--- src/rtl/nbcac_pkg.sv ---
// Shared widths and types for the NBCAC decoder arbiter: a 26-wire codeword
// carries one 18-bit data word.
package nbcac_pkg;

  localparam int NBCAC_CW = 26;
  localparam int NBCAC_DW = 18;

  typedef logic [26:1] nbcac_code_t;
  typedef logic [17:0] nbcac_data_t;

endpackage

--- src/rtl/nbcac_decoder_arbiter_if.sv ---
// Requester and sink handshake bundle for nbcac_decoder_arbiter.
// The master side feeds codewords and drains results; the slave is the arbiter.
interface nbcac_decoder_arbiter_if #(
  parameter int NCH = 4,
  parameter int CW  = 26,
  parameter int DW  = 18
);

  logic                     en;
  logic [NCH-1:0]           in_valid;
  logic [NCH-1:0]           in_ready;
  logic [NCH*CW-1:0]        in_code;
  logic                     out_valid;
  logic                     out_ready;
  logic [DW-1:0]            out_data;
  logic [$clog2(NCH)-1:0]   out_ch;

  modport master (
    output en, in_valid, in_code, out_ready,
    input  in_ready, out_valid, out_data, out_ch
  );

  modport slave (
    input  en, in_valid, in_code, out_ready,
    output in_ready, out_valid, out_data, out_ch
  );

endinterface

--- src/rtl/nbcac_18di_decoder_core.sv ---
// Combinational NBCAC decoder: the codeword is a Fibonacci-weighted numeral,
// wire d[i] carrying weight F(i+1). Sums past 18 bits wrap (invalid codes).
module nbcac_18di_decoder_core
  import nbcac_pkg::*;
(
  input  nbcac_code_t d,
  output nbcac_data_t v
);

  localparam nbcac_data_t WEIGHT [26] = '{
    18'd1,     18'd2,     18'd3,     18'd5,     18'd8,     18'd13,
    18'd21,    18'd34,    18'd55,    18'd89,    18'd144,   18'd233,
    18'd377,   18'd610,   18'd987,   18'd1597,  18'd2584,  18'd4181,
    18'd6765,  18'd10946, 18'd17711, 18'd28657, 18'd46368, 18'd75025,
    18'd121393, 18'd196418
  };

  always_comb begin
    v = '0;
    for (int i = 0; i < 26; i++) begin
      if (d[5'(i + 1)]) v = v + WEIGHT[i];
    end
  end

endmodule

--- src/rtl/nbcac_rr_arbiter.sv ---
// Combinational round-robin arbiter: first requester at or after ptr, wrapping
// at NCH. Grants are suppressed entirely when take is low.
module nbcac_rr_arbiter #(
  parameter int NCH = 4,
  parameter int IW  = $clog2(NCH)
) (
  input  logic [NCH-1:0] req,
  input  logic [IW-1:0]  ptr,
  input  logic           take,
  output logic [NCH-1:0] gnt,
  output logic [IW-1:0]  gnt_idx,
  output logic           any_gnt
);

  int idx;

  always_comb begin
    gnt     = '0;
    gnt_idx = '0;
    any_gnt = 1'b0;
    idx     = 0;
    // Explicit subtract keeps the wrap correct for non-power-of-2 NCH.
    for (int k = 0; k < NCH; k++) begin
      idx = int'(ptr) + k;
      if (idx >= NCH) idx = idx - NCH;
      if (!any_gnt && req[IW'(idx)]) begin
        any_gnt = 1'b1;
        gnt_idx = IW'(idx);
      end
    end
    any_gnt = any_gnt & take;
    if (any_gnt) gnt[gnt_idx] = 1'b1;
  end

endmodule

--- src/rtl/nbcac_decoder_arbiter.sv ---
// Shares one NBCAC decoder core across NCH requesters; the decoded word is
// registered with its channel tag behind a single valid/ready output.
module nbcac_decoder_arbiter
  import nbcac_pkg::*;
#(
  parameter int NCH = 4,
  parameter int CW  = NBCAC_CW,
  parameter int DW  = NBCAC_DW
) (
  input  logic                   clock,
  input  logic                   rst,
  nbcac_decoder_arbiter_if.slave bus
);

  localparam int IW = $clog2(NCH);

  logic [IW-1:0]  ptr;
  logic [IW-1:0]  gnt_idx_p0;
  logic [NCH-1:0] gnt_p0;
  logic           any_gnt_p0;
  logic           take_p0;
  nbcac_code_t    code_p0;
  nbcac_data_t    data_p0;

  logic           vld_p1;
  nbcac_data_t    data_p1;
  logic [IW-1:0]  ch_p1;

  // Stage p0: arbitrate, select the granted codeword, decode.
  assign take_p0 = bus.en & ~rst & (~vld_p1 | bus.out_ready);

  nbcac_rr_arbiter #(
    .NCH (NCH),
    .IW  (IW)
  ) u_arb (
    .req     (bus.in_valid),
    .ptr     (ptr),
    .take    (take_p0),
    .gnt     (gnt_p0),
    .gnt_idx (gnt_idx_p0),
    .any_gnt (any_gnt_p0)
  );

  assign bus.in_ready = gnt_p0;

  always_comb begin
    code_p0 = '0;
    for (int i = 0; i < NCH; i++) begin
      if (gnt_p0[i]) code_p0 = code_p0 | bus.in_code[i*CW +: CW];
    end
  end

  nbcac_18di_decoder_core u_core (
    .d (code_p0),
    .v (data_p0)
  );

  // Stage p1: output register and round-robin pointer.
  always_ff @(posedge clock) begin
    if (rst) begin
      vld_p1  <= 1'b0;
      data_p1 <= '0;
      ch_p1   <= '0;
      ptr     <= '0;
    end else if (any_gnt_p0) begin
      vld_p1  <= 1'b1;
      data_p1 <= data_p0;
      ch_p1   <= gnt_idx_p0;
      ptr     <= (gnt_idx_p0 == IW'(NCH - 1)) ? '0 : gnt_idx_p0 + 1'b1;
    end else if (vld_p1 && bus.out_ready) begin
      vld_p1  <= 1'b0;
    end
  end

  assign bus.out_valid = vld_p1;
  assign bus.out_data  = data_p1;
  assign bus.out_ch    = ch_p1;

endmodule

--- src/flat_wrapper.sv ---
// flat-port wrapper written by rule: the top's interface ports become plain ports
module nbcac_decoder_arbiter_flat import nbcac_pkg::*;
#(
  parameter int NCH = 4,
  parameter int CW  = NBCAC_CW,
  parameter int DW  = NBCAC_DW
)
  (clock, rst, bus_en, bus_in_valid, bus_in_code, bus_out_ready, bus_in_ready, bus_out_valid, bus_out_data, bus_out_ch);
  nbcac_decoder_arbiter_if #(.NCH(NCH), .CW(CW), .DW(DW)) bus_i ();
  input  logic clock;
  input  logic rst;
  input wire logic [$bits(bus_i.en)-1:0] bus_en;
  input wire logic [$bits(bus_i.in_valid)-1:0] bus_in_valid;
  input wire logic [$bits(bus_i.in_code)-1:0] bus_in_code;
  input wire logic [$bits(bus_i.out_ready)-1:0] bus_out_ready;
  output wire logic [$bits(bus_i.in_ready)-1:0] bus_in_ready;
  output wire logic [$bits(bus_i.out_valid)-1:0] bus_out_valid;
  output wire logic [$bits(bus_i.out_data)-1:0] bus_out_data;
  output wire logic [$bits(bus_i.out_ch)-1:0] bus_out_ch;
  assign bus_i.en = bus_en;
  assign bus_i.in_valid = bus_in_valid;
  assign bus_i.in_code = bus_in_code;
  assign bus_i.out_ready = bus_out_ready;
  assign bus_in_ready = bus_i.in_ready;
  assign bus_out_valid = bus_i.out_valid;
  assign bus_out_data = bus_i.out_data;
  assign bus_out_ch = bus_i.out_ch;
  nbcac_decoder_arbiter #(.NCH(NCH), .CW(CW), .DW(DW)) u_core (.clock(clock), .rst(rst), .bus(bus_i));
endmodule
--- config.mk ---
export PLATFORM = sky130hd
export DESIGN_NAME = nbcac_decoder_arbiter_flat
export DESIGN_NICKNAME = d
export VERILOG_FILES = /design/src/rtl/nbcac_pkg.sv /design/src/rtl/nbcac_decoder_arbiter_if.sv /design/src/rtl/nbcac_18di_decoder_core.sv /design/src/rtl/nbcac_rr_arbiter.sv /design/src/rtl/nbcac_decoder_arbiter.sv /design/src/flat_wrapper.sv
export SDC_FILE = /design/constraint.sdc
export NUM_CORES = 1
export LEC_CHECK = 0
export ABC_AREA = 1
export CORE_ASPECT_RATIO = 0.75
export CORE_UTILIZATION = 30
export DETAILED_ROUTE_END_ITERATION = 7
export GPL_TIMING_DRIVEN = 0
export MAX_ROUTING_LAYER = met4
export PLACE_DENSITY = 0.62
export SYNTH_ARGS = -nofsm -noshare
export SYNTH_HDL_FRONTEND = slang
export SYNTH_HIERARCHICAL = 1
export SYNTH_SLANG_ARGS = --single-unit
--- constraint.sdc ---
create_clock -name clock -period 7.28 [get_ports clock]
set_input_delay 0.728 -clock clock [delete_from_list [all_inputs] [get_ports clock]]
set_output_delay 0.728 -clock clock [all_outputs]
set_load 0.005 [all_outputs]
### Word level (Yosys, flattened, before mapping)

Cells that the tools add are included.

* flip-flop bits (word level): 23
* input bits: 112
* output and inout port bits: 25
* word-level logic and storage cells: 104

* $add $sub $neg: 22
* $lt $le $gt $ge: 10
* equal/unequal tests: 1
* multiplexer cells: 49
* bitwise gates (word level): 9
* reduce and logical (&&, ||, !) cells: 9

Operators with widths (number)
* 18-bit two-way mux: 14
* 15-bit two-way mux: 4
* 15-bit OR: 3
* 18-bit by 10-bit adder with 18-bit output, second input constant: 2
* 18-bit by 4-bit adder with 18-bit output, second input constant: 2
* 18-bit by 6-bit adder with 18-bit output, second input constant: 2
* 18-bit by 8-bit adder with 18-bit output, second input constant: 2
* 18-bit by 2-bit adder with 18-bit output, second input constant: 1
* 18-bit by 3-bit adder with 18-bit output, second input constant: 1
* 18-bit by 5-bit adder with 18-bit output, second input constant: 1
* 18-bit by 7-bit adder with 18-bit output, second input constant: 1
* 18-bit by 9-bit adder with 18-bit output, second input constant: 1
* 2-bit two-way mux: 9
* 2-bit by 4-bit < comparator with 1-bit output, second input constant: 4
* 1-bit two-way mux: 16
* 3-bit greater-or-equal comparator, second input constant: 3
* 1-bit binary-select mux with 2-bit select: 4
* 2-bit by 1-bit subtractor with 2-bit output, second input constant: 4
* 2-bit by 2-bit adder with 3-bit output, second input constant: 2
* 1-bit logical AND: 5
* 4-bit two-way mux: 1
* 1-bit by 2-bit adder with 3-bit output, second input constant: 1
* 2-bit by 1-bit adder with 3-bit output, second input constant: 1
* 1-bit AND: 3
* other kinds (10): 13

### Logic depth before layout (Yosys ltp)

Gate-level depths: netlist of run 1.

* depth after elaboration: 56
* gate-level depth with buffers: 71

### Cells and area by module

Netlist of run 1, hierarchy kept.

Modules (own cells, without submodules)
* nbcac_18di_decoder_core: times used 1, cells an instance 499, area each 2646.3 sq um
* nbcac_decoder_arbiter: times used 1, cells an instance 245, area each 1582.8 sq um
* nbcac_rr_arbiter: times used 1, cells an instance 73, area each 329.1 sq um

### Worst setup path before layout of run 1

Ideal clock, no wire load.

* kind: input to register
* start point: in bus_in_valid[3]
* end point: reg u_core.data_p1[10], in the netlist u_core/bus.out_data[10]
* data arrival time: 7866 ps
* path slack: -704 ps
* stages on the path: 55
* cells stage by stage: inv_1 nand2_1 nand3_2 nand2_1 inv_1 nand3_1 nand4_2 nor2_1 buf_2 nand2_1 nand4_1 inv_1 ha_1 inv_1 nand2_1 nand2_1 ha_1 nand2_1 [19 not listed] o21ai_0 inv_1 ha_1 nand2_1 o21ai_0 inv_1 o21ai_0 o21ai_2 nand2_1 inv_2 nand3_1 inv_1 nand2_1 nand3_1 nand2_1 inv_1 nand2_1 a21oi_2

* elaborated cells on any way between the ends: 69
* those cells by class: add/sub: 14; order compare: 2; mux: 42; bitwise: 4; reduce/logical: 7

RTL lines
* from (decl): RTL line flat_wrapper.sv:13 `input wire logic [$bits(bus_i.in_valid)-1:0] bus_in_valid;`
* 1-bit binary-select mux with 2-bit select: RTL line nbcac_rr_arbiter.sv:26 `if (!any_gnt && req[IW'(idx)]) begin`
* 1-bit two-way mux (not written as such) (2 in series): RTL line nbcac_rr_arbiter.sv:26
* 1-bit two-way mux: RTL line nbcac_rr_arbiter.sv:26
* 1-bit zero test: RTL line nbcac_rr_arbiter.sv:26
* 1-bit logical AND: RTL line nbcac_rr_arbiter.sv:26
* 1-bit two-way mux: RTL line nbcac_rr_arbiter.sv:26
* 1-bit zero test: RTL line nbcac_rr_arbiter.sv:26
* 1-bit logical AND: RTL line nbcac_rr_arbiter.sv:26
* [4 not listed]
* named net u_core.gnt_idx_p0[1]: RTL line nbcac_decoder_arbiter.sv:18 `logic [IW-1:0] gnt_idx_p0;`
* [5 not listed]
* named net bus_in_ready[1]: RTL line flat_wrapper.sv:16 `output wire logic [$bits(bus_i.in_ready)-1:0] bus_in_ready;`
* [5 not listed]
* named net u_core.code_p0[0]: RTL line nbcac_decoder_arbiter.sv:22 `nbcac_code_t code_p0;`
* [22 not listed]
* 18-bit two-way mux *: RTL line nbcac_18di_decoder_core.sv:21 `if (d[5'(i + 1)]) v = v + WEIGHT[i];`
* 18-bit by 9-bit adder with 18-bit output: RTL line nbcac_18di_decoder_core.sv:21
* 18-bit two-way mux *: RTL line nbcac_18di_decoder_core.sv:21
* 18-bit by 10-bit adder with 18-bit output: RTL line nbcac_18di_decoder_core.sv:21
* 18-bit two-way mux *: RTL line nbcac_18di_decoder_core.sv:21
* 18-bit by 10-bit adder with 18-bit output: RTL line nbcac_18di_decoder_core.sv:21
* 18-bit two-way mux *: RTL line nbcac_18di_decoder_core.sv:21
* named net u_core.data_p0[10]: RTL line nbcac_decoder_arbiter.sv:23 `nbcac_data_t data_p0;`
* to (signal assigned): RTL line nbcac_decoder_arbiter.sv:67 `data_p1 <= data_p0;`
* to (decl): RTL line nbcac_decoder_arbiter.sv:26 `nbcac_data_t data_p1;`

Mark *: on every way through the listed nets, which the timed path passes. The rest lies on a longest branch. The select of a mux whose other input is x is not followed.
A chain may end at the register's enable or synchronous reset.

### Worst setup path in the final report of run 1

* start point: in rst
* end point: reg u_core.data_p1[10], in the netlist u_core/bus.out_data[10]

* longest elaborated chain between the ends: 41

Ends and longest elaborated chain
* from (decl): RTL line flat_wrapper.sv:11 `input logic rst;`
* 1-bit NOT *: RTL line nbcac_decoder_arbiter.sv:30 `assign take_p0 = bus.en & ~rst & (~vld_p1 | bus.out_ready);`
* 1-bit AND * (2 in series): RTL line nbcac_decoder_arbiter.sv:30
* named net u_core.take_p0: RTL line nbcac_decoder_arbiter.sv:21 `logic take_p0;`
* 1-bit AND *: RTL line nbcac_rr_arbiter.sv:31 `any_gnt = any_gnt & take;`
* named net u_core.any_gnt_p0: RTL line nbcac_decoder_arbiter.sv:20 `logic any_gnt_p0;`
* 4-bit two-way mux *: RTL line nbcac_rr_arbiter.sv:32 `if (any_gnt) gnt[gnt_idx] = 1'b1;`
* 15-bit two-way mux: RTL line nbcac_decoder_arbiter.sv:49 `if (gnt_p0[i]) code_p0 = code_p0 | bus.in_code[i*CW +: CW];`
* 15-bit OR: RTL line nbcac_decoder_arbiter.sv:49
* [5 not listed]
* named net u_core.code_p0[0]: RTL line nbcac_decoder_arbiter.sv:22
* [22 not listed]
* 18-bit two-way mux *: RTL line nbcac_18di_decoder_core.sv:21
* 18-bit by 9-bit adder with 18-bit output: RTL line nbcac_18di_decoder_core.sv:21
* 18-bit two-way mux *: RTL line nbcac_18di_decoder_core.sv:21
* 18-bit by 10-bit adder with 18-bit output: RTL line nbcac_18di_decoder_core.sv:21
* 18-bit two-way mux *: RTL line nbcac_18di_decoder_core.sv:21
* 18-bit by 10-bit adder with 18-bit output: RTL line nbcac_18di_decoder_core.sv:21
* 18-bit two-way mux *: RTL line nbcac_18di_decoder_core.sv:21
* named net u_core.data_p0[10]: RTL line nbcac_decoder_arbiter.sv:23

Mark *: on every way through the listed nets, which the timed path passes. The rest lies on a longest branch.

==> impl_metrics.py, run 1 <==
metrics = {
    "synth": {
        "ys_warn_count": 6,
        "syn_inst": 761,
        "syn-cell-area_mm2": 0.00432,
        "avgSynthCellArea_um2": 5.68,
    },
    "placement": {
        "dp_cells": 1033,
        "place.port_buffers": 92,
        "gp_congestion": 0.851,
        "post-dp-hpwl_mm": 9.84,
    },
    "power": {
        "total_power_mw": 3.10,
        "p_per_area_mw_per_mm2": 467,
        "ir_drop_mv": 0.220,
        "p_leak_nw": 3.12,
    },
    "timing": {
        "hold_violations": 0,
        "finalCriticalPeriod_ns": 7.12,
        "fin_tns_setup_ns": 0,
        "period_share_pct": 97.8,
        "max_freq_mhz": 140,
        "drv_slew": 0,
        "finalClockSkew_ns": 0.00174,
        "finalSetupViolations": 0,
        "rsz0062_at_grt": "yes",
        "hold_ws_ns": 0.461,
        "tightest_slew_ns": 0.513,
        "relSlewSlack_pct": 65.8,
    },
    "setup_path": {
        "worstSetupPathType": "input pin to flop",
        "cpMostUsedCell": "ha_4",
        "critical_path.max_stage_delay_ns": 0.33,
        "startpoint_type": "input pin",
        "crit_path_end_kind": "flop",
        "crit_family": "adder cells",
        "worstPathBufferInverterCount": 14,
        "required_ns": 7.42,
        "crit_slowest_cell": "dlygate4sd2_1",
        "critPathMaxFanout": 10,
        "r2r_setup_slack_ns": 0.21,
        "worstPathArrival_ns": 7.26,
    },
    "global_route": {
        "grt-ovfl-total": 0,
        "antenna_found_initial": 0,
        "grt_usage_pct": 17.1,
        "grt_pass1_wl_mm": 20.7,
        "grt_max_degree": 13,
        "first_global_vias": 4358,
    },
    "die": {
        "pin_count": 137,
        "die_h_um": 106,
        "start_util_pct": 31.1,
        "dieArea_mm2": 0.0149,
        "die_width_um": 141,
        "rows": 37,
        "core_area_mm2": 0.0139,
    },
    "final_layout": {
        "final_cells": 1084,
        "finalNetCount": 1036,
        "final_cell_mix": "nand2_1, nand2_2, clkdlybuf4s50_1",
        "drive_above_1_share_pct": 41.4,
        "n_fill_cell": 1370,
        "final_common_cell": "nand2_1",
        "syn_to_final_growth_pct": 53.6,
        "diodes": 0,
    },
    "cts": {
        "cts_sinks": 23,
        "cts_buffer_depth": 2,
        "cts_root_buf": "clkbuf_16",
        "h-tree-depth": 1,
        "cts_tree": "done",
        "clk_latency_ns": 0.25,
        "clk_pin_slew_worst_paths_ns": 0.06,
        "cts_buffers": 3,
    },
    "route": {
        "dr_total_vias": 4989,
        "vias_per_cell": 4.60,
        "drtIter0Drc": 223,
        "drt_wl_total_mm": 13.3,
        "firstDrtPassIters": 5,
        "wl_per_cell_um": 12.3,
        "drcViolationCount": 0,
        "postRouteAntennaNets": 0,
    },
    "run_status": {
        "status": "complete, no violations",
    },
    "job": {
        "cap_violations": 0,
    },
    "hold_path": {
        "min_path_type": "flop to flop",
    },
}
worst reg2reg max path: cells and delay by family, from the launching register on:
family	cells	cell delay, ns
compound gates	9	1.12
fa+ha+maj	9	2.13
simple gates	25	2.20
buf+inv	14	1.15
flops	1	0.34
where the power goes:
| part | switching, mW | internal (mW) |
|---|---|---|
| registers | 0.0223 | 0.152 |
| clock network | 0.0413 | 0.0745 |
| logic | 1.63 | 1.18 |
| total | 1.70 | 1.41 |
stage by stage:
step	setup slack [ns]	area, um2	util [%]
after floorplan	0.00464	4400	-
after CTS	-0.752	5720	41.2
after detailed placement	-1.28	5540	39.9
after global routing	-0.190	6640	47.8
after global placement	-1.16	5540	39.9
final	0.161	6640	47.8
flip-flops by register name (all words and copies together) (netlist names):
name / count
u_core/bus.out_ch: 2
u_core/bus.out_data: 18
u_core/bus.out_valid: 1
u_core/ptr: 2
metal layers:
| metal | vias to the layer above | share of wire, % | track usage [%] |
|---|---|---|---|
| met4 | 0 | 0.090 | 0.932 |
| li1 | 2670 | - | - |
| met3 | 2 | 3.5 | 1.13 |
| met1 | 2231 | 51 | 24.7 |
| met2 | 86 | 46 | 27.4 |
| met5 | - | 0 | - |
worst paths after layout:
| check | from | to | cells after the start |
|---|---|---|---|
| setup reg to reg | u_core/ptr[0] | u_core/bus.out_data[10] | 57 |
| hold reg to reg | u_core/bus.out_data[15] | u_core/bus.out_data[15] | 2 |
| hold / removal | u_core/bus.out_data[15] | u_core/bus.out_data[15] | 2 |
| setup / recovery | rst | u_core/bus.out_data[10] | 53 |
layout make-up:
class,instances,area [um2],share of cell area (%)
multi-input cells,611,3940,59.3
repair buffers,139,1310,19.7
flip-flops and latches,23,463,6.98
inverters,99,387,5.83
plain buffers,33,249,3.75
well taps,175,219,3.30
clock buffers,4,78.8,1.19
repair_timing:
action,4_1_cts,5_1_grt
endpoints found under the setup margin,11,11
hold buffers,0,0
pin swaps,6,80
setup buffers,8,38
resized for setup,14,167
gates cloned,0,1
(Power assumes the default switching activity.)
==> inputs of run 2 (changes only) <==
- CTS_CLUSTER_SIZE: not set -> 8
==> results of run 2 <==
Final layout, timing and power as in run 1 (identical DEF).
